[config.mk]
export PLATFORM = sky130hd
export DESIGN_NAME = ps2_keyboard
export DESIGN_NICKNAME = d
export VERILOG_FILES = /design/src/rtl/ps2_pkg.sv /design/src/rtl/ps2_fifo.sv /design/src/rtl/ps2_keyboard.sv
export SDC_FILE = /design/constraint.sdc
export NUM_CORES = 1
export LEC_CHECK = 0
export ABC_AREA = 1
export CORE_ASPECT_RATIO = 1.75
export CORE_MARGIN = 2
export CORE_UTILIZATION = 31
export DETAILED_ROUTE_END_ITERATION = 10
export GPL_TIMING_DRIVEN = 0
export PLACE_DENSITY = 0.55
export SLEW_MARGIN = 10
export SYNTH_ARGS = -nofsm -noshare
export SYNTH_HDL_FRONTEND = slang
export SYNTH_SLANG_ARGS = --single-unit
[constraint.sdc]
create_clock -name clk -period 2.3 [get_ports clk]
set_clock_uncertainty 0.2 [all_clocks]
set_input_delay 0.575 -clock clk [delete_from_list [all_inputs] [get_ports clk]]
set_output_delay 0.575 -clock clk [all_outputs]
set_load 0.01 [all_outputs]
[src/rtl/ps2_pkg.sv]
// Shared PS/2 types and constants: receiver FSM states, frame geometry and
// the scan-code prefixes that downstream software decodes.
package ps2_pkg;

    typedef enum logic [1:0] {
        IDLE,
        DATA,
        PARITY,
        STOP
    } ps2_state_t;

    localparam int unsigned FRAME_BITS = 11;

    localparam logic [7:0] BREAK_PREFIX = 8'hF0;
    localparam logic [7:0] EXT_PREFIX   = 8'hE0;

endpackage

[src/rtl/ps2_fifo.sv]
// Synchronous byte FIFO with registered head/empty outputs and a sticky
// overflow flag; a simultaneous push and pop is always accepted.
module ps2_fifo
    import ps2_pkg::*;
#(
    parameter int unsigned DEPTH = 8
) (
    input  logic       clk,
    input  logic       rst,
    input  logic       push,
    input  logic       pop,
    input  logic [7:0] din,
    output logic [7:0] head,
    output logic       empty,
    output logic       full,
    output logic       overflow
);

    localparam int unsigned AW = $clog2(DEPTH);

    logic [7:0]  mem [DEPTH];
    logic [AW:0] wr_ptr;
    logic [AW:0] rd_ptr;
    logic [AW:0] wr_next;
    logic [AW:0] rd_next;
    logic        is_empty;
    logic        do_push;
    logic        do_pop;
    logic [7:0]  head_next;

    assign is_empty = (wr_ptr == rd_ptr);
    assign full     = (wr_ptr[AW] != rd_ptr[AW]) && (wr_ptr[AW-1:0] == rd_ptr[AW-1:0]);

    // Head is registered from next-state, so a byte being written this cycle
    // must bypass the memory when it becomes the new head.
    always_comb begin
        do_pop    = pop && !is_empty;
        do_push   = push && (!full || do_pop);
        wr_next   = do_push ? wr_ptr + 1'b1 : wr_ptr;
        rd_next   = do_pop  ? rd_ptr + 1'b1 : rd_ptr;
        head_next = '0;
        if (wr_next != rd_next) begin
            if (do_push && (rd_next[AW-1:0] == wr_ptr[AW-1:0]))
                head_next = din;
            else
                head_next = mem[rd_next[AW-1:0]];
        end
    end

    always_ff @(posedge clk) begin
        if (do_push)
            mem[wr_ptr[AW-1:0]] <= din;
    end

    always_ff @(posedge clk) begin
        if (rst) begin
            wr_ptr   <= '0;
            rd_ptr   <= '0;
            head     <= '0;
            empty    <= 1'b1;
            overflow <= 1'b0;
        end else begin
            wr_ptr <= wr_next;
            rd_ptr <= rd_next;
            head   <= head_next;
            empty  <= (wr_next == rd_next);
            if (push && full && !pop)
                overflow <= 1'b1;
        end
    end

endmodule

[src/rtl/ps2_keyboard.sv]
// PS/2 keyboard receiver: synchronises the pad signals, deframes 11-bit
// frames with parity/stop checking and queues raw scan-code bytes.
module ps2_keyboard
    import ps2_pkg::*;
#(
    parameter int unsigned DEPTH          = 8,
    parameter int unsigned TIMEOUT_CYCLES = 20000
) (
    input  logic       clk,
    input  logic       rst,
    input  logic       ps2_clk,
    input  logic       ps2_data,
    input  logic       key_ack,
    output logic [7:0] key_code,
    output logic       key_ready,
    output logic       overflow,
    output logic       frame_err
);

    localparam int unsigned TW = $clog2(TIMEOUT_CYCLES);

    logic [1:0]    clk_sync;
    logic [1:0]    data_sync;
    logic          clk_prev;
    logic          fall;
    logic          data_s;

    ps2_state_t    state;
    logic [2:0]    bit_idx;
    logic [7:0]    shreg;
    logic          parity_bit;
    logic [TW-1:0] tmo;
    logic          push_q;
    logic [7:0]    byte_q;
    logic          fifo_empty;
    logic          fifo_full;

    always_ff @(posedge clk) begin
        if (rst) begin
            clk_sync  <= '1;
            data_sync <= '1;
            clk_prev  <= 1'b1;
        end else begin
            clk_sync  <= {clk_sync[0], ps2_clk};
            data_sync <= {data_sync[0], ps2_data};
            clk_prev  <= clk_sync[1];
        end
    end

    assign fall   = clk_prev & ~clk_sync[1];
    assign data_s = data_sync[1];

    always_ff @(posedge clk) begin
        if (rst) begin
            state      <= IDLE;
            bit_idx    <= '0;
            shreg      <= '0;
            parity_bit <= 1'b0;
            tmo        <= '0;
            push_q     <= 1'b0;
            byte_q     <= '0;
            frame_err  <= 1'b0;
        end else begin
            push_q    <= 1'b0;
            frame_err <= 1'b0;
            if (fall) begin
                tmo <= '0;
                unique case (state)
                    IDLE: begin
                        if (!data_s) begin
                            state   <= DATA;
                            bit_idx <= '0;
                        end
                    end
                    DATA: begin
                        shreg   <= {data_s, shreg[7:1]};
                        bit_idx <= bit_idx + 1'b1;
                        if (bit_idx == 3'd7)
                            state <= PARITY;
                    end
                    PARITY: begin
                        parity_bit <= data_s;
                        state      <= STOP;
                    end
                    STOP: begin
                        byte_q <= shreg;
                        if (data_s && (^{shreg, parity_bit}))
                            push_q <= 1'b1;
                        else
                            frame_err <= 1'b1;
                        state <= IDLE;
                    end
                    default: state <= IDLE;
                endcase
            end else if (state != IDLE) begin
                // Abandon a stalled partial frame so the next start bit resynchronises.
                if (tmo == TW'(TIMEOUT_CYCLES - 1)) begin
                    state <= IDLE;
                    tmo   <= '0;
                end else begin
                    tmo <= tmo + 1'b1;
                end
            end
        end
    end

    ps2_fifo #(
        .DEPTH(DEPTH)
    ) u_fifo (
        .clk     (clk),
        .rst     (rst),
        .push    (push_q),
        .pop     (key_ack),
        .din     (byte_q),
        .head    (key_code),
        .empty   (fifo_empty),
        .full    (fifo_full),
        .overflow(overflow)
    );

    assign key_ready = ~fifo_empty;

endmodule
==> flow_summary.toml, run 1 <==
[detailed_routing]
drt-initial-drc-count = 301
finalWirelength_microns = 14400
drc = 0
first_pass_iters = 5
vias = 4342
wl_per_cell_microns = 16.3
avgViaCountPerCell = 4.92
ant_nets = 0

[placement]
hpwl_microns = 10200
dp.cells = 843
place_congestion = 0.917
portBuffers = 14

[sta]
drv_slew = 0
setup_tns_ns = 0
hold_viol = 0
maxSlewHeadroom = 0.578
rsz0062_at_grt = "yes"
setup_viol = 0
timing.fmax_ghz = 0.440
tightestPinTransition_ns = 0.631
finalCritPeriodShare = 0.989
period_minus_slack_ns = 2.27

[power_and_ir_drop]
p_int_uw = 5230
p_clk_frac = 0.291
p_sw_uw = 3300
pwr-share-comb = 0.416
vdd_drop_max_mv = 0.632
swShare = 0.387
seqPwrFrac = 0.292
p_leak_uw = 0.00268
powerDensity_nw_per_um2 = 1220

[logic_synthesis]
synth_top_cell_area_share = 0.344
synth-main-ff-cell = "edfxtp_1"
ys_seq_elements = 126
synth_area_leaders = "edfxtp_1 (34%), dfxtp_1 (22%), nand3_1 (11%)"
async_flop_share = 0
yosysWarnings = 0
synth_top_cell_by_area = "edfxtp_1"
syn_nets = 609
synth_edf_count = 64
synth_cells = 595
syn_avg_cell_area_sq_um = 9.39
ys_seq_area_frac = 0.566
ys_types = 35
synth_area_sq_um = 5590

[job]
maxCapViolations = 0

[floorplanning]
rows = 65
io_pins = 16
fp.coreArea_sq_um = 17900
start_util = 0.312
die_h_microns = 182
die_w_microns = 106
dieArea_sq_um = 19200

[clocking]
clk-insertion-delay-late_ns = 0.41
path_clk_slew_ns = 0.06
tritoncts = "done"
clockBufferDepth = 2
cts_made_buffers = 17
clock-sinks = 126
root_buffer = "clkbuf_16"
h-tree-depth = 4

[critical_path]
crit_path_start_kind = "register"
path_max_fanout = 8
crit_type = "reg2reg"
cp.arrival_ns = 2.12
critPathCaptureType = "register"
crit_required_ns = 2.15

[global_routing]
antenna_found_initial = 0
grt_pass1_wl_microns = 22200
grt_pass1_vias = 4281
grt_use_total = 0.151
grt_max_degree = 17
grt_overflow = 0

[cells_and_area]
fillers = 1777
antennaDiodeCount = 0
area_delta_synth_final_pct = 25.2
nets = 650
fin_cells = 883
layout_commonest_cell = "nand2_1"
drive_gt1_frac = 0.213
layout_common_cells = "nand2_1 (102), nand3_1 (96), edfxtp_1 (64), dfxtp_1 (54), inv_1 (48)"

[min_path]
holdCritPathClass = "reg2reg"

[status]
status = "complete, no violations"
[cells in the mapped netlist (all sizes together) (7+ instances only)]
master,n
clkbuf,8
xnor2,7
inv,52
ha,9
a21oi,36
dfxtp,62
o21ai,16
nand4,12
edfxtp,64
nand3,120
buf,13
nand2,120
nor2,42
nor3,7
xor2,8
[worst paths after layout]
path,endpoint,from,depth (start not counted),slack (ns)
max,u_fifo.mem[0][7],u_fifo.wr_ptr[2],7,0.03
min,data_sync[1],data_sync[0],1,0.21
max reg2reg,u_fifo.mem[0][7],u_fifo.wr_ptr[2],7,0.03
min reg2reg,data_sync[1],data_sync[0],1,0.21
[per-layer routing]
| layer | global-route usage | share of wire | vias to the layer above |
|---|---|---|---|
| met2 | 0.295 | 0.57 | 90 |
| met4 | 0.0689 | 0.039 | 0 |
| li1 | - | - | 2130 |
| met3 | 0.0348 | 0.028 | 35 |
| met5 | 0 | 0 | - |
| met1 | 0.145 | 0.36 | 2087 |
[logic make-up after synthesis]
| family | count (synthesis) | synth area share |
|---|---|---|
| AO/OA/AOI/OAI | 58 | 0.0555 |
| adder cells (fa/ha/maj) | 9 | 0.0201 |
| flip-flops | 126 | 0.566 |
| AND/OR/NAND/NOR | 313 | 0.279 |
| XOR/XNOR | 15 | 0.0249 |
| buffers and inverters | 74 | 0.0548 |
[critical path: stages, from the launching register on]
cell	delay [ns]
dfxtp_4	0.37
inv_2	0.11
nand2_2	0.06
nand2_2	0.14
inv_1	0.12
nand4_4	0.17
nand3_1	0.24
nor2_2	0.49
[power by group through the flow]
| stage | registers, uW | clock network (uW) | logic (uW) |
|---|---|---|---|
| global placement | 2530 | 0 | 2740 |
| finish | 2500 | 2490 | 3560 |
| global route | 2510 | 2620 | 3830 |
| detailed placement | 2530 | 0 | 2780 |
| floorplan | 2530 | 0 | 1890 |
| CTS | 2490 | 2510 | 2820 |
[layout make-up]
type | instances | area (sq um) | area share
Buffer | 20 | 165 | 0.0236
Clock buffer | 22 | 464 | 0.0663
Clock inverter | 10 | 85.1 | 0.0122
Inverter | 53 | 206 | 0.0295
Multi-Input combinational cell | 396 | 2390 | 0.341
Sequential cell | 126 | 3180 | 0.455
Tap cell | 234 | 293 | 0.0418
Timing Repair Buffer | 22 | 213 | 0.0304
[registers in the layout, summed over array words and instances, names as in the netlist, 2 cells and up]
signal and count:
u_fifo.wr_ptr 4, bit_idx 3, data_sync 2, state 2
shreg 8, clk_sync 2, u_fifo.rd_ptr 4, tmo 15
u_fifo.mem 64, byte_q 8, u_fifo.head 8
[what timing repair did]
action | in CTS | in global routing
hold buffers | 0 | 0
endpoints found under the setup margin | 70 | 66
pin swaps | 1 | 9
gates cloned | 0 | 1
gates resized for setup | 14 | 78
setup buffers | 1 | 7
[metrics by stage]
stage / instance area, sq um / total power, uW / hold WS [ns] / worst slack (ns) / util
finish: 7000 / 8540 / 0.207 / 0.0258 / 0.391
floorplan: 5590 / 4420 / 0.189 / 0.00821 / -
detailed placement: 6020 / 5310 / 0.195 / -0.400 / 0.337
CTS: 6610 / 7820 / 0.209 / -0.0181 / 0.370
global route: 7000 / 8950 / 0.243 / -0.0848 / 0.391
global placement: 6020 / 5260 / 0.191 / -0.408 / 0.337
No activity file was read; power rests on OpenSTA's default activity.
==> run 2: changes to the inputs <==
- ABC_AREA: 1 -> default
==> flow_summary.toml, run 2 <==
[min_path]
holdCritPathClass = "reg2reg"
hold_end = "data_sync[1]"
hp-start = "data_sync[0]"
min_path_cells = 1

[logic_synthesis]
yosysWarnings = 0
syn_nets = 477
synth_area_sq_um = 5860
syn_avg_cell_area_sq_um = 12.7
ys_seq_area_frac = 0.540
synth_top_cell_area_share = 0.328
ys_types = 48
yosys-top-cells-count = "edfxtp_1 (64), dfxtp_1 (62), nor2_1 (46)"
synth_edf_count = 64
synth_top_cell_by_area = "edfxtp_1"
async_flop_share = 0
synth-main-ff-cell = "edfxtp_1"
ys_seq_elements = 126
synth_cells = 463
yosysMostFrequentCell = "edfxtp_1"
synth_area_leaders = "edfxtp_1 (33%), dfxtp_1 (21%), mux4_2 (12%)"

[power_and_ir_drop]
vdd_drop_max_mv = 0.399
p_leak_uw = 0.00258
powerDensity_nw_per_um2 = 676
p_clk_frac = 0.524
p_total_uw = 5030
p_int_uw = 3970
swShare = 0.210
seqPwrFrac = 0.465
pwr-share-comb = 0.011
p_sw_uw = 1060

[clocking]
clk-insertion-delay-late_ns = 0.41
h-tree-depth = 4
root_buffer = "clkbuf_16"
clockBufferDepth = 2
path_clk_slew_ns = 0.06
clock-sinks = 126
cts_made_buffers = 17
tritoncts = "done"

[cells_and_area]
antennaDiodeCount = 0
largest_register_ffs = 64
nets = 533
multi_input_area_sq_um = 2800
fillers = 1752
fin_cells = 770
fin_util = 0.401
seqCellArea_sq_um = 3180
drive_gt1_frac = 0.282
layout_commonest_cell = "edfxtp_1"
layout_common_cells = "edfxtp_1 (64), dfxtp_1 (55), nand2_1 (42), nor2_1 (39), mux4_2 (32)"
area_delta_synth_final_pct = 27.1

[global_routing]
grt_pass1_wl_microns = 21700
grt_max_degree = 17
grt_pass1_vias = 4176
grt_use_total = 0.143
antenna_found_initial = 0
grt_overflow = 0

[sta]
setup_viol = 9
timing.fmax_ghz = 0.397
tightestPinTransition_ns = 0.556
maxSlewHeadroom = 0.630
period_minus_slack_ns = 2.52
postLayoutSetupSlackWorst_ns = -0.216
drv_slew = 0
hold_viol = 0
finalCritPeriodShare = 1.09
rsz0062_at_grt = "yes"
setup_tns_ns = -1.76

[critical_path]
rrSetupSlack_ns = -0.22
critPathLaunch = "u_fifo.rd_ptr[0]"
path_max_fanout = 4
rr_worst_depth = 8
crit_type = "reg2reg"
critPathCaptureType = "register"
r2r_start = "u_fifo.rd_ptr[0]"
crit_path_start_kind = "register"
crit_required_ns = 2.40
cp.arrival_ns = 2.62
r2r-end = "u_fifo.head[6]"

[detailed_routing]
finalWirelength_microns = 13300
avgViaCountPerCell = 4.89
wl_per_cell_microns = 17.2
vias = 3762
drt-initial-drc-count = 191
first_pass_iters = 6
drc = 0
ant_nets = 0

[placement]
dp.cells = 716
dp_slack_ns = -1.09
portBuffers = 15
place_congestion = 0.831
hpwl_microns = 9440

[floorplanning]
io_pins = 16
fp.coreArea_sq_um = 18600
start_util = 0.315
die_h_microns = 186
rows = 66
dieArea_sq_um = 20100
die_w_microns = 108

[job]
maxCapViolations = 0

[status]
status = "finished, violations left"
violations = "setup timing"
[run 2: cell types whose count changed after synthesis, sizes merged, moves of 10 or more]
cell,change
nand3,-107
mux2i,+35
inv,-44
nand2,-76
mux4,+32
o21ai,-11
a21oi,-10
[run 2: per-layer routing]
layer,vias to the layer above,global-route usage,wire length [microns]
met4,0,0.0651,393
li1,1820,-,-
met3,24,0.0329,231
met5,-,0,0
met1,1869,0.139,4780
met2,49,0.279,7870
[run 2: worst max-delay path, stage by stage (launching register included)]
cell     delay [ns]
dfxtp_2        0.33
buf_8          0.14
xor2_4         0.16
o41a_4         0.48
mux2i_2        0.24
xor2_1         0.14
o41ai_4        0.45
buf_4          0.22
a21oi_1        0.05
[run 2: logic make-up after synthesis]
| kind of cell | count (synthesis) | synth area share |
|---|---|---|
| DFF | 126 | 0.540 |
| AOI/OAI and AO/OA | 48 | 0.0583 |
| muxes | 68 | 0.185 |
| xor gates and xnor gates | 33 | 0.0570 |
| buffers and inverters | 33 | 0.0248 |
| adders and majority gates | 9 | 0.0192 |
| and+or+nand+nor | 146 | 0.117 |
[run 2: final cells by class]
cell class / count / share of cell area
flip-flops and latches: 126 / 0.427
clock buffers: 18 / 0.0576
plain buffers: 24 / 0.0233
clock inverters: 14 / 0.0212
multi-input cells: 304 / 0.375
well taps: 238 / 0.0400
inverters: 8 / 0.00403
repair buffers: 38 / 0.0521
[run 2: power groups by stage]
| stage | sequential [uW] | combinational [uW] | clock (uW) |
|---|---|---|---|
| 5_1_grt | 2340 | 61.0 | 2800 |
| 2_1_floorplan | 2390 | 27.8 | 0 |
| 4_1_cts | 2340 | 55.3 | 2690 |
| 6_report | 2340 | 55.3 | 2640 |
| 3_5_place_dp | 2390 | 47.8 | 0 |
| 3_3_place_gp | 2390 | 47.0 | 0 |
[run 2: stage by stage]
stage	instance area, sq um	hold slack [ns]
after detailed placement	6340	0.198
after global routing	7450	0.236
final	7450	0.210
after floorplan	5890	0.189
after global placement	6340	0.196
after CTS	7380	0.212
[run 2: timing repair]
action / 4_1_cts / 5_1_grt
pin swaps: 13 / 2
setup buffers: 21 / 1
gates cloned: 1 / 0
resized for setup: 65 / 14
setup endpoints to repair: 87 / 63
hold buffers: 0 / 0
[run 2: how the worst max path moves through the flow]
stage	endpoint	slack, ns	cells past startpoint
after global routing	u_fifo.head[6]	-0.30	8
after CTS	u_fifo.head[0]	-0.21	8
after floorplan	u_fifo.head[0]	-0.1	7
after detailed placement	u_fifo.head[1]	-1.09	7
final	u_fifo.head[6]	-0.22	8
after global placement	u_fifo.head[1]	-1.04	7
